--- config.mk ---
export PLATFORM = sky130hd
export DESIGN_NAME = skeleton_pass_scheduler_flat
export DESIGN_NICKNAME = d
export VERILOG_FILES = /design/src/rtl/skeleton_pass_scheduler_pkg.sv /design/src/rtl/skeleton_pass_scheduler_if.sv /design/src/rtl/skeleton_pass_scheduler_raster_counter.sv /design/src/rtl/skeleton_pass_scheduler.sv /design/src/flat_wrapper.sv
export SDC_FILE = /design/constraint.sdc
export NUM_CORES = 1
export LEC_CHECK = 0
export ABC_CLOCK_PERIOD_IN_PS = 3280
export BUFFER_PORTS_ARGS = -buffer_cell sky130_fd_sc_hd__buf_2
export CAP_MARGIN = 20
export CORE_MARGIN = 2
export CORE_UTILIZATION = 50
export DETAILED_ROUTE_END_ITERATION = 7
export PLACE_DENSITY_LB_ADDON = 0.08
export SYNTH_ARGS = -nofsm -noshare
export SYNTH_HDL_FRONTEND = slang
export SYNTH_SLANG_ARGS = --single-unit
export TNS_END_PERCENT = 100
--- constraint.sdc ---
create_clock -name clk_in -period 3.28 [get_ports clk_in]
set_clock_uncertainty 0.05 [all_clocks]
set_input_delay 0.164 -clock clk_in [delete_from_list [all_inputs] [get_ports clk_in]]
set_output_delay 0.164 -clock clk_in [all_outputs]
set_load 0.01 [all_outputs]
--- src/rtl/skeleton_pass_scheduler_pkg.sv ---
// Shared types and width helpers for the skeleton thinning pass scheduler.
// The FSM state encodings mirror the phase_t enum values.
package skeleton_pass_scheduler_pkg;

    typedef enum logic [2:0] {
        IDLE   = 3'd0,
        SCAN   = 3'd1,
        DRAIN  = 3'd2,
        DECIDE = 3'd3,
        OUTPUT = 3'd4
    } phase_t;

    localparam logic [2:0] ST_IDLE   = 3'd0;
    localparam logic [2:0] ST_SCAN   = 3'd1;
    localparam logic [2:0] ST_DRAIN  = 3'd2;
    localparam logic [2:0] ST_DECIDE = 3'd3;
    localparam logic [2:0] ST_OUTPUT = 3'd4;

    // Counter width for values 0..n-1, never narrower than one bit.
    function automatic int cnt_width(input int n);
        return (n > 1) ? $clog2(n) : 1;
    endfunction

    function automatic int addr_width(input int h, input int v);
        return cnt_width(h * v);
    endfunction

endpackage

--- src/rtl/skeleton_pass_scheduler_if.sv ---
// Control/status bundle between the pass scheduler (master) and the frame
// loader / thinning datapath / read-out consumer (slave).
interface skeleton_pass_scheduler_if
    import skeleton_pass_scheduler_pkg::*;
#(
    parameter int H_COUNT    = 320,
    parameter int V_COUNT    = 180,
    parameter int MAX_PASSES = 32
);
    localparam int HW = cnt_width(H_COUNT);
    localparam int VW = cnt_width(V_COUNT);
    localparam int AW = addr_width(H_COUNT, V_COUNT);
    localparam int PW = cnt_width(MAX_PASSES + 1);

    logic          start_in;
    logic          change_in;
    logic [AW-1:0] rd_addr_out;
    logic [HW-1:0] scan_hcount_out;
    logic [VW-1:0] scan_vcount_out;
    logic          scan_valid_out;
    logic          thin_active_out;
    logic          parity_out;
    logic [HW-1:0] out_hcount_out;
    logic [VW-1:0] out_vcount_out;
    logic          out_valid_out;
    logic [PW-1:0] pass_count_out;
    logic          converged_out;
    logic          busy_out;
    logic          done_out;

    modport master (
        input  start_in, change_in,
        output rd_addr_out, scan_hcount_out, scan_vcount_out, scan_valid_out,
               thin_active_out, parity_out, out_hcount_out, out_vcount_out,
               out_valid_out, pass_count_out, converged_out, busy_out, done_out
    );

    modport slave (
        output start_in, change_in,
        input  rd_addr_out, scan_hcount_out, scan_vcount_out, scan_valid_out,
               thin_active_out, parity_out, out_hcount_out, out_vcount_out,
               out_valid_out, pass_count_out, converged_out, busy_out, done_out
    );

endinterface

--- src/rtl/skeleton_pass_scheduler_raster_counter.sv ---
// Raster position counter: h runs 0..H_COUNT-1, v advances on each line wrap,
// and the whole frame wraps back to (0,0) after the last pixel.
module raster_counter
    import skeleton_pass_scheduler_pkg::*;
#(
    parameter int  H_COUNT = 320,
    parameter int  V_COUNT = 180,
    localparam int HW      = cnt_width(H_COUNT),
    localparam int VW      = cnt_width(V_COUNT)
) (
    input  logic          i_clk,
    input  logic          i_srst,
    input  logic          i_en,
    input  logic          i_clear,
    output logic [HW-1:0] o_h,
    output logic [VW-1:0] o_v,
    output logic          o_last
);
    logic [HW-1:0] r_h;
    logic [VW-1:0] r_v;
    logic          w_h_end;
    logic          w_v_end;

    assign w_h_end = (r_h == HW'(H_COUNT - 1));
    assign w_v_end = (r_v == VW'(V_COUNT - 1));

    always_ff @(posedge i_clk) begin
        if (i_srst || i_clear) begin
            r_h <= '0;
            r_v <= '0;
        end else if (i_en) begin
            if (w_h_end) begin
                r_h <= '0;
                r_v <= w_v_end ? '0 : r_v + 1'b1;
            end else begin
                r_h <= r_h + 1'b1;
            end
        end
    end

    assign o_h    = r_h;
    assign o_v    = r_v;
    assign o_last = w_h_end && w_v_end;

endmodule

--- src/rtl/skeleton_pass_scheduler.sv ---
// Sequences alternating-parity thinning passes over the frame buffer until a
// pass deletes nothing (or the pass cap is hit), then streams a read-out scan.
module skeleton_pass_scheduler
    import skeleton_pass_scheduler_pkg::*;
#(
    parameter int H_COUNT      = 320,
    parameter int V_COUNT      = 180,
    parameter int PIPE_LATENCY = 4,
    parameter int RD_LATENCY   = 2,
    parameter int MAX_PASSES   = 32
) (
    input  logic                        clk_in,
    input  logic                        rst_in,
    skeleton_pass_scheduler_if.master   bus
);
    localparam int HW  = cnt_width(H_COUNT);
    localparam int VW  = cnt_width(V_COUNT);
    localparam int AW  = addr_width(H_COUNT, V_COUNT);
    localparam int PW  = cnt_width(MAX_PASSES + 1);
    localparam int DW  = cnt_width(PIPE_LATENCY);
    localparam int RW  = cnt_width(RD_LATENCY);
    localparam int TW  = 1 + HW + VW;

    logic [2:0]    r_state;
    logic          r_reading;
    logic          r_flag;
    logic          r_parity;
    logic          r_converged;
    logic          r_done;
    logic [PW-1:0] r_pass_count;
    logic [DW-1:0] r_drain_cnt;
    logic [RW-1:0] r_wait_cnt;
    logic [AW-1:0] r_rd_addr;

    logic [HW-1:0] w_h;
    logic [VW-1:0] w_v;
    logic          w_last;
    logic          w_cnt_en;
    logic          w_cnt_clear;
    logic [PW-1:0] w_pass_inc;
    logic [TW-1:0] w_rd_tag;
    logic [TW-1:0] w_out_tag;

    assign w_cnt_en    = (r_state == ST_SCAN) || ((r_state == ST_OUTPUT) && r_reading);
    assign w_cnt_clear = (r_state == ST_IDLE);
    assign w_pass_inc  = (r_pass_count == PW'(MAX_PASSES)) ? r_pass_count : r_pass_count + 1'b1;

    raster_counter #(
        .H_COUNT (H_COUNT),
        .V_COUNT (V_COUNT)
    ) u_raster (
        .i_clk   (clk_in),
        .i_srst  (rst_in),
        .i_en    (w_cnt_en),
        .i_clear (w_cnt_clear),
        .o_h     (w_h),
        .o_v     (w_v),
        .o_last  (w_last)
    );

    always_ff @(posedge clk_in) begin
        if (rst_in) begin
            r_state      <= ST_IDLE;
            r_reading    <= 1'b0;
            r_flag       <= 1'b0;
            r_parity     <= 1'b0;
            r_converged  <= 1'b0;
            r_done       <= 1'b0;
            r_pass_count <= '0;
            r_drain_cnt  <= '0;
            r_wait_cnt   <= '0;
        end else begin
            r_done <= 1'b0;
            case (r_state)
                ST_IDLE: begin
                    if (bus.start_in) begin
                        r_state      <= ST_SCAN;
                        r_parity     <= 1'b0;
                        r_flag       <= 1'b0;
                        r_pass_count <= '0;
                        r_converged  <= 1'b0;
                    end
                end
                ST_SCAN: begin
                    r_flag <= r_flag | bus.change_in;
                    if (w_last) begin
                        r_state     <= (PIPE_LATENCY == 0) ? ST_DECIDE : ST_DRAIN;
                        r_drain_cnt <= '0;
                    end
                end
                ST_DRAIN: begin
                    // Deletions from the last scanned pixels still land here.
                    r_flag <= r_flag | bus.change_in;
                    if (r_drain_cnt == DW'(PIPE_LATENCY - 1)) begin
                        r_state <= ST_DECIDE;
                    end else begin
                        r_drain_cnt <= r_drain_cnt + 1'b1;
                    end
                end
                ST_DECIDE: begin
                    r_pass_count <= w_pass_inc;
                    if (r_flag && (w_pass_inc < PW'(MAX_PASSES))) begin
                        r_parity <= ~r_parity;
                        r_flag   <= 1'b0;
                        r_state  <= ST_SCAN;
                    end else begin
                        r_converged <= ~r_flag;
                        r_reading   <= 1'b1;
                        r_wait_cnt  <= '0;
                        r_state     <= ST_OUTPUT;
                    end
                end
                ST_OUTPUT: begin
                    if (r_reading) begin
                        if (w_last) begin
                            r_reading <= 1'b0;
                            if (RD_LATENCY == 0) begin
                                r_state <= ST_IDLE;
                                r_done  <= 1'b1;
                            end
                        end
                    end else if (r_wait_cnt == RW'(RD_LATENCY - 1)) begin
                        r_state <= ST_IDLE;
                        r_done  <= 1'b1;
                    end else begin
                        r_wait_cnt <= r_wait_cnt + 1'b1;
                    end
                end
                default: r_state <= ST_IDLE;
            endcase
        end
    end

    // Address tracks the raster counter incrementally, so it equals v*H_COUNT+h.
    always_ff @(posedge clk_in) begin
        if (rst_in || w_cnt_clear) begin
            r_rd_addr <= '0;
        end else if (w_cnt_en) begin
            r_rd_addr <= w_last ? '0 : r_rd_addr + 1'b1;
        end
    end

    assign w_rd_tag = {(r_state == ST_OUTPUT) && r_reading, w_h, w_v};

    generate
        if (RD_LATENCY == 0) begin : g_no_dly
            assign w_out_tag = w_rd_tag;
        end else begin : g_dly
            for (genvar gi = 0; gi < RD_LATENCY; gi++) begin : g_stage
                logic [TW-1:0] r_tag;
                if (gi == 0) begin : g_head
                    always_ff @(posedge clk_in) begin
                        if (rst_in) r_tag <= '0;
                        else        r_tag <= w_rd_tag;
                    end
                end else begin : g_tail
                    always_ff @(posedge clk_in) begin
                        if (rst_in) r_tag <= '0;
                        else        r_tag <= g_stage[gi-1].r_tag;
                    end
                end
            end
            assign w_out_tag = g_stage[RD_LATENCY-1].r_tag;
        end
    endgenerate

    assign bus.rd_addr_out     = r_rd_addr;
    assign bus.scan_hcount_out = w_h;
    assign bus.scan_vcount_out = w_v;
    assign bus.scan_valid_out  = (r_state == ST_SCAN);
    assign bus.thin_active_out = (r_state == ST_SCAN) || (r_state == ST_DRAIN);
    assign bus.parity_out      = r_parity;
    assign bus.out_valid_out   = w_out_tag[TW-1];
    assign bus.out_hcount_out  = w_out_tag[HW+VW-1:VW];
    assign bus.out_vcount_out  = w_out_tag[VW-1:0];
    assign bus.pass_count_out  = r_pass_count;
    assign bus.converged_out   = r_converged;
    assign bus.busy_out        = (r_state != ST_IDLE);
    assign bus.done_out        = r_done;

endmodule

--- src/flat_wrapper.sv ---
// flat-port wrapper written by rule: the top's interface ports become plain ports
module skeleton_pass_scheduler_flat import skeleton_pass_scheduler_pkg::*;
#(
    parameter int H_COUNT      = 320,
    parameter int V_COUNT      = 180,
    parameter int PIPE_LATENCY = 4,
    parameter int RD_LATENCY   = 2,
    parameter int MAX_PASSES   = 32
)
  (clk_in, rst_in, bus_start_in, bus_change_in, bus_rd_addr_out, bus_scan_hcount_out, bus_scan_vcount_out, bus_scan_valid_out, bus_thin_active_out, bus_parity_out, bus_out_hcount_out, bus_out_vcount_out, bus_out_valid_out, bus_pass_count_out, bus_converged_out, bus_busy_out, bus_done_out);
  skeleton_pass_scheduler_if #(.H_COUNT(H_COUNT), .V_COUNT(V_COUNT), .MAX_PASSES(MAX_PASSES)) bus_i ();
  input  logic clk_in;
  input  logic rst_in;
  input wire logic [$bits(bus_i.start_in)-1:0] bus_start_in;
  input wire logic [$bits(bus_i.change_in)-1:0] bus_change_in;
  output wire logic [$bits(bus_i.rd_addr_out)-1:0] bus_rd_addr_out;
  output wire logic [$bits(bus_i.scan_hcount_out)-1:0] bus_scan_hcount_out;
  output wire logic [$bits(bus_i.scan_vcount_out)-1:0] bus_scan_vcount_out;
  output wire logic [$bits(bus_i.scan_valid_out)-1:0] bus_scan_valid_out;
  output wire logic [$bits(bus_i.thin_active_out)-1:0] bus_thin_active_out;
  output wire logic [$bits(bus_i.parity_out)-1:0] bus_parity_out;
  output wire logic [$bits(bus_i.out_hcount_out)-1:0] bus_out_hcount_out;
  output wire logic [$bits(bus_i.out_vcount_out)-1:0] bus_out_vcount_out;
  output wire logic [$bits(bus_i.out_valid_out)-1:0] bus_out_valid_out;
  output wire logic [$bits(bus_i.pass_count_out)-1:0] bus_pass_count_out;
  output wire logic [$bits(bus_i.converged_out)-1:0] bus_converged_out;
  output wire logic [$bits(bus_i.busy_out)-1:0] bus_busy_out;
  output wire logic [$bits(bus_i.done_out)-1:0] bus_done_out;
  assign bus_i.start_in = bus_start_in;
  assign bus_i.change_in = bus_change_in;
  assign bus_rd_addr_out = bus_i.rd_addr_out;
  assign bus_scan_hcount_out = bus_i.scan_hcount_out;
  assign bus_scan_vcount_out = bus_i.scan_vcount_out;
  assign bus_scan_valid_out = bus_i.scan_valid_out;
  assign bus_thin_active_out = bus_i.thin_active_out;
  assign bus_parity_out = bus_i.parity_out;
  assign bus_out_hcount_out = bus_i.out_hcount_out;
  assign bus_out_vcount_out = bus_i.out_vcount_out;
  assign bus_out_valid_out = bus_i.out_valid_out;
  assign bus_pass_count_out = bus_i.pass_count_out;
  assign bus_converged_out = bus_i.converged_out;
  assign bus_busy_out = bus_i.busy_out;
  assign bus_done_out = bus_i.done_out;
  skeleton_pass_scheduler #(.H_COUNT(H_COUNT), .V_COUNT(V_COUNT), .PIPE_LATENCY(PIPE_LATENCY), .RD_LATENCY(RD_LATENCY), .MAX_PASSES(MAX_PASSES)) u_core (.clk_in(clk_in), .rst_in(rst_in), .bus(bus_i));
endmodule
# ---- Word-level counts from Yosys, hierarchy flattened
# Cells that the tools add are included.
dict set report word_totals {
  output_inout_bits 63
  mem_bits_ro 0
  mem_count 0
  latch_bits 0
  regBits 86
  ramBits 0
  input_bits 4
}
dict set report classes {
  bitwise_logic 4
  addsub 6
  mux 32
  n_shift 0
  n_mul 0
  n_div 0
  n_eq_ne 16
  n_reduce_logical 23
  order_cmp 1
}
# operator n
set op_table {}
lappend op_table {{2-to-1 mux 3 bit} 6}
lappend op_table {{adder 16 x 1 -> 16 bit (second input constant)} 1}
lappend op_table {{2-to-1 mux 16 bit} 1}
lappend op_table {{one-hot mux 3 bit (5 select lines)} 1}
lappend op_table {{AND reduction 3 bit} 5}
lappend op_table {{2-to-1 mux 6 bit} 2}
lappend op_table {{one-hot mux 6 bit (2 select lines)} 1}
lappend op_table {{2-to-1 mux 1 bit} 11}
lappend op_table {{adder 9 x 1 -> 9 bit (second input constant)} 1}
lappend op_table {{equality test 9 bit (second input constant)} 1}
lappend op_table {{2-to-1 mux 9 bit} 1}
lappend op_table {{adder 8 x 1 -> 8 bit (second input constant)} 1}
lappend op_table {{equality test 8 bit (second input constant)} 1}
lappend op_table {{2-to-1 mux 8 bit} 1}
lappend op_table {{!= test 2 x 1 -> 1 bit (second input constant)} 4}
lappend op_table {{!= test 2 bit (second input constant)} 4}
lappend op_table {{one-hot mux 1 bit (2 select lines)} 4}
lappend op_table {{adder 6 x 1 -> 6 bit (second input constant)} 1}
lappend op_table {{equality test 3 x 2 -> 1 bit (second input constant)} 2}
lappend op_table {{equality test 6 bit (second input constant)} 1}
lappend op_table {{less-than comparator 6 bit (second input constant)} 1}
lappend op_table {{AND reduction 2 bit} 3}
lappend op_table {{nonzero test 2 bit} 3}
lappend op_table {{nonzero test 3 bit} 2}
lappend op_table {{16 further kinds} 23}

# ---- Longest topological paths before layout
dict set report logic_depth {
  ltp_word 6
  depth_mapped 8
  mapped_depth_nobuf 6
}

# ---- Modules after synthesis
# Synthesis repeated with hierarchy kept, for this count alone.
dict set report unflattened {
  hier_cells 391
  area_unflattened_um2 3628.5
}
# module area_each_um2 n_inst seq_area_each_um2 cells_each
set modules_own_cells {}
lappend modules_own_cells {skeleton_pass_scheduler 2783.9 1 1381.3 292}
lappend modules_own_cells {raster_counter 844.6 1 340.3 99}

# ---- Worst setup path after synthesis
# No wires, ideal clock.
dict set report synth_timing {
  path_type {flip-flop to flip-flop}
  start {reg u_core.r_state[1]}
  end {reg u_core.r_rd_addr[7] (netlist: u_core.bus.rd_addr_out[7])}
  path_buffers 2
  required_ps 3164
  setup_ps 66
  arrival_time_ps 1697
  synth_period_minus_slack_ps 1813
  setup_slack_ps 1467
  path_stages_with_launch 9
  path_cell_list {dfxtp_1 buf_6 nand2b_4 or2_4 clkinv_8 o2111ai_4 buf_6 or4_4 a21oi_2}
}
dict set report synth_via {
  elab_chain_cells 3
  word_cells_on_any_way 6
  classes_between {2 x eq/ne; 4 x reduce/logical}
}
# element line
set synth_lines {}
lappend synth_lines {{start, declared} skeleton_pass_scheduler.sv:24} ;# logic [2:0] r_state;
lappend synth_lines {{start signal, assigned} skeleton_pass_scheduler.sv:87} ;# r_state <= (PIPE_LATENCY == 0) ? ST_DECIDE : ST_DRAIN;
lappend synth_lines {{equality test 3 bit} skeleton_pass_scheduler.sv:44} ;# assign w_cnt_en = (r_state == ST_SCAN) || ((r_state == ST_OUTPUT) && r_reading);
lappend synth_lines {{logical AND 1 bit} skeleton_pass_scheduler.sv:44}
lappend synth_lines {{logical OR 1 bit} skeleton_pass_scheduler.sv:44}
lappend synth_lines {{end signal, assigned} skeleton_pass_scheduler.sv:139} ;# r_rd_addr <= w_last ? '0 : r_rd_addr + 1'b1;
lappend synth_lines {{end, declared} skeleton_pass_scheduler.sv:33} ;# logic [AW-1:0] r_rd_addr;
# Parallel ways exist; a longest one is shown, timed or not.
# A chain may end at the register's enable or synchronous reset.

# ---- Worst setup path after layout
dict set report layout_timing {
  start {reg u_core.r_state[2]}
  end {reg u_core.u_raster.r_v[5] (netlist: u_core.u_raster.o_v[5])}
}
dict set report layout_via {
  elab_chain_cells 4
  word_cells_on_any_way 7
  classes_between {2 x eq/ne; 5 x reduce/logical}
}
# element line
set layout_lines {}
lappend layout_lines {{equality test 3 bit} skeleton_pass_scheduler.sv:44}
lappend layout_lines {{logical AND 1 bit} skeleton_pass_scheduler.sv:44}
lappend layout_lines {{logical OR 1 bit} skeleton_pass_scheduler.sv:44}
lappend layout_lines {{AND reduction 2 bit (no source line)} n/a}
lappend layout_lines {{end signal, assigned} skeleton_pass_scheduler_raster_counter.sv:34} ;# r_v <= w_v_end ? '0 : r_v + 1'b1;
lappend layout_lines {{end, declared} skeleton_pass_scheduler_raster_counter.sv:20} ;# logic [VW-1:0] r_v;
# Parallel ways exist; a longest one is shown, timed or not.

==> summary.txt <==
outcome - complete, no violations
Area growth syn-to-layout - 12.5%
root buffer cell - clkbuf_8
vias in the first global route - 2412
clock buffer count from CTS - 9
CP Launch Type - flop
top cells by count, synth - 86 x dfxtp_1, 37 x nor2b_1, 25 x a21oi_1, 23 x nand2_1, 23 x nor2_1
Longest Clk Path Bufs - 2
vias per cell - 5.28
DIE AREA - 7980 sq um
DR WL/cell - 12.8 microns
post-synth top area share - 47.3%
first-pass GRT wire length - 11.0 mm
biggest cell delay along the critical path - 690 ps
post-synthesis sequential area ratio - 47.3%
Synth Instances - 381
setup bufs post-CTS - 0
cell with the most instances after synthesis - dfxtp_1
Clock Sinks - 86
Setup crit end kind - flop
initial antenna violation count - 0
worst hold margin - 74.1 ps
crit path time final - 2380 ps
Clk pin slew, worst setup/hold paths - 80 ps
core footprint - 7140 sq um
Slew Viols, Final - 0
layout cells sized above 1 - 24.8%
Clock Latency Late Sink - 350 ps
Starting Density - 51.0%
Post-synth ARST share - 0%
Placed Area - 3910 sq um
cell taking the most area after synthesis - dfxtp_1
Final #Nets - 437
number of flops mapped to enable cells by yosys - 0
Max VDD drop - 0.185 mV
Most used DFF post-synth - dfxtp_1
Mapped Nets - 391
final WL - 6.82 mm
Worst-Margin Slew - 717 ps
dpl hpwl - 4.75 mm
Avg Inst Size Synth - 9.55 sq um
total gr overflow - 0
Worst path slowest cell - nor4bb_4
fill count - 695
IO Port Bufs - 66
CTS tree - built
Iter 0 DRT Violations - 96
HP Class - in2reg
die height - 89.3 microns
CTS Hold Bufs - 0
# DRC - 0
post-synthesis register bit count - 86
Die W - 89.3 microns
max-cap violations - 0
Final Util - 57.4%
unrepaired setup endpoints after global routing - no
DRT Pass-1 Iters - 4
critical path class - reg2reg
post-synth cell types - 55
Crit Path Max Fanout - 15
pwr dens - 438 nW/um^2
gr usage total - 17.7%
via count - 2803
FMAX - 421 MHz
Tcrit/Tclk final - 72.5%
cells along the critical path - nor4bb_4 -> o211ai_2 -> or4_1 -> a21oi_1
cell area after layout - 4090 sq um
# setup viols final - 0
final number of hold-violating endpoints - 0
top-level I/O count - 67
Worst EP required - 3520 ps
Fin Setup TNS - 0 ps
synth warn - 0
Leak Pwr - 1.60 nW
# diodes - 0
row count - 31
Tot Pwr - 1.79 mW
Final ANT Viol Nets - 0
Netlist Area Pre-Place - 3640 sq um
post_cts resized - 0
largest net degree at the start of global routing - 36
routability cong. - 0.840
Area contributors post-synth - dfxtp_1 47%, nor2b_1 6.4%, buf_4 3.7%, a21oi_1 3.4%, xor2_1 2.6%
Crit path arrival time - 2610 ps
H-tree levels - 3
Slew HR - 51.6%
## worst paths after layout
path / endpoint / from / slack, ps / cells past startpoint
min: u_core.r_flag$_SDFFE_PP0P_ / bus_change_in / 70 / 3
min reg2reg: u_core.g_dly.g_stage[1].r_tag[7]$_SDFF_PP0_ / u_core.g_dly.g_stage[0].r_tag[7]$_SDFF_PP0_ / 390 / 1
max: u_core.u_raster.o_v[5]$_SDFFE_PP0P_ / u_core.r_state[2]$_SDFFE_PP0P_ / 900 / 4
max reg2reg: u_core.u_raster.o_v[5]$_SDFFE_PP0P_ / u_core.r_state[2]$_SDFFE_PP0P_ / 900 / 4
## power by group
group,internal [mW],switching (mW),leakage [nW]
Sequential,1.05,0.00606,0.693
Clock,0.299,0.381,0.0853
Combinational,0.0177,0.0436,0.827
Total,1.36,0.431,1.60
## critical path: cells and delay by family, from the launching register on
kind | cells | cell delay (ps)
flip-flops | 1 | 540
AO/OA/AOI/OAI | 2 | 460
AND/OR/NAND/NOR | 2 | 1260
## state kept, by name, summed over array words and instances, names as in the netlist
| name | count |
|---|---|
| u_core.bus.rd_addr_out | 16 |
| u_core.r_drain_cnt | 2 |
| u_core.bus.converged_out | 1 |
| u_core.u_raster.o_h | 9 |
| u_core.bus.parity_out | 1 |
| u_core.r_reading | 1 |
| u_core.r_flag | 1 |
| u_core.g_dly.g_stage.r_tag | 36 |
| u_core.r_wait_cnt | 1 |
| u_core.bus.pass_count_out | 6 |
| u_core.bus.done_out | 1 |
| u_core.r_state | 3 |
| u_core.u_raster.o_v | 8 |
## metrics by stage
step / worst slack [ps] / instances
6_report: 902 / 531
3_3_place_gp: 971 / 515
2_1_floorplan: 1470 / 381
3_5_place_dp: 931 / 515
4_1_cts: 910 / 531
5_1_grt: 690 / 531
## final cells by class
class / instances / area, sq um / share of cell area, %
multi-input cells: 251 / 1660 / 40.6
clock inverters: 6 / 45.0 / 1.10
well taps: 99 / 124 / 3.03
flip-flops and latches: 86 / 1720 / 42.1
clock buffers: 10 / 138 / 3.36
repair buffers: 69 / 353 / 8.62
inverters: 10 / 50.0 / 1.22
## metal layers
metal  GRT usage, %  part of all wire, %  vias up
met1           23.5                   48     1291
met4           8.96                  1.8        0
met5              0                    0        -
met3           3.88                  4.7       14
li1               -                    -     1425
met2           26.9                   46       73
## cells in the final DEF, fill, tap and decap left out, types with 6 or more instances in the layout
master,Yosys,layout
o31ai_1,9,9
o21ai_0,17,16
nand2_1,23,23
inv_1,9,9
dfxtp_1,86,86
a21oi_1,25,25
nor2b_1,37,37
nand3_1,9,9
nand4_1,7,7
xor2_1,11,11
clkbuf_8,0,10
or4_1,6,6
buf_2,2,66
ha_1,6,6
nor2_1,23,23
or3_1,11,11
## kinds of logic (layout without fill, tap and decap cells)
family	Yosys count	after routing	synth area share [%]
xor+xnor	13	13	3.13
flops	86	86	47.3
buf+inv	44	95	7.43
simple gates	149	149	24.1
mux	2	2	0.550
fa+ha+maj	6	6	2.06
compound gates	81	81	15.4
Note: power is estimated with default switching activity, not from simulation.
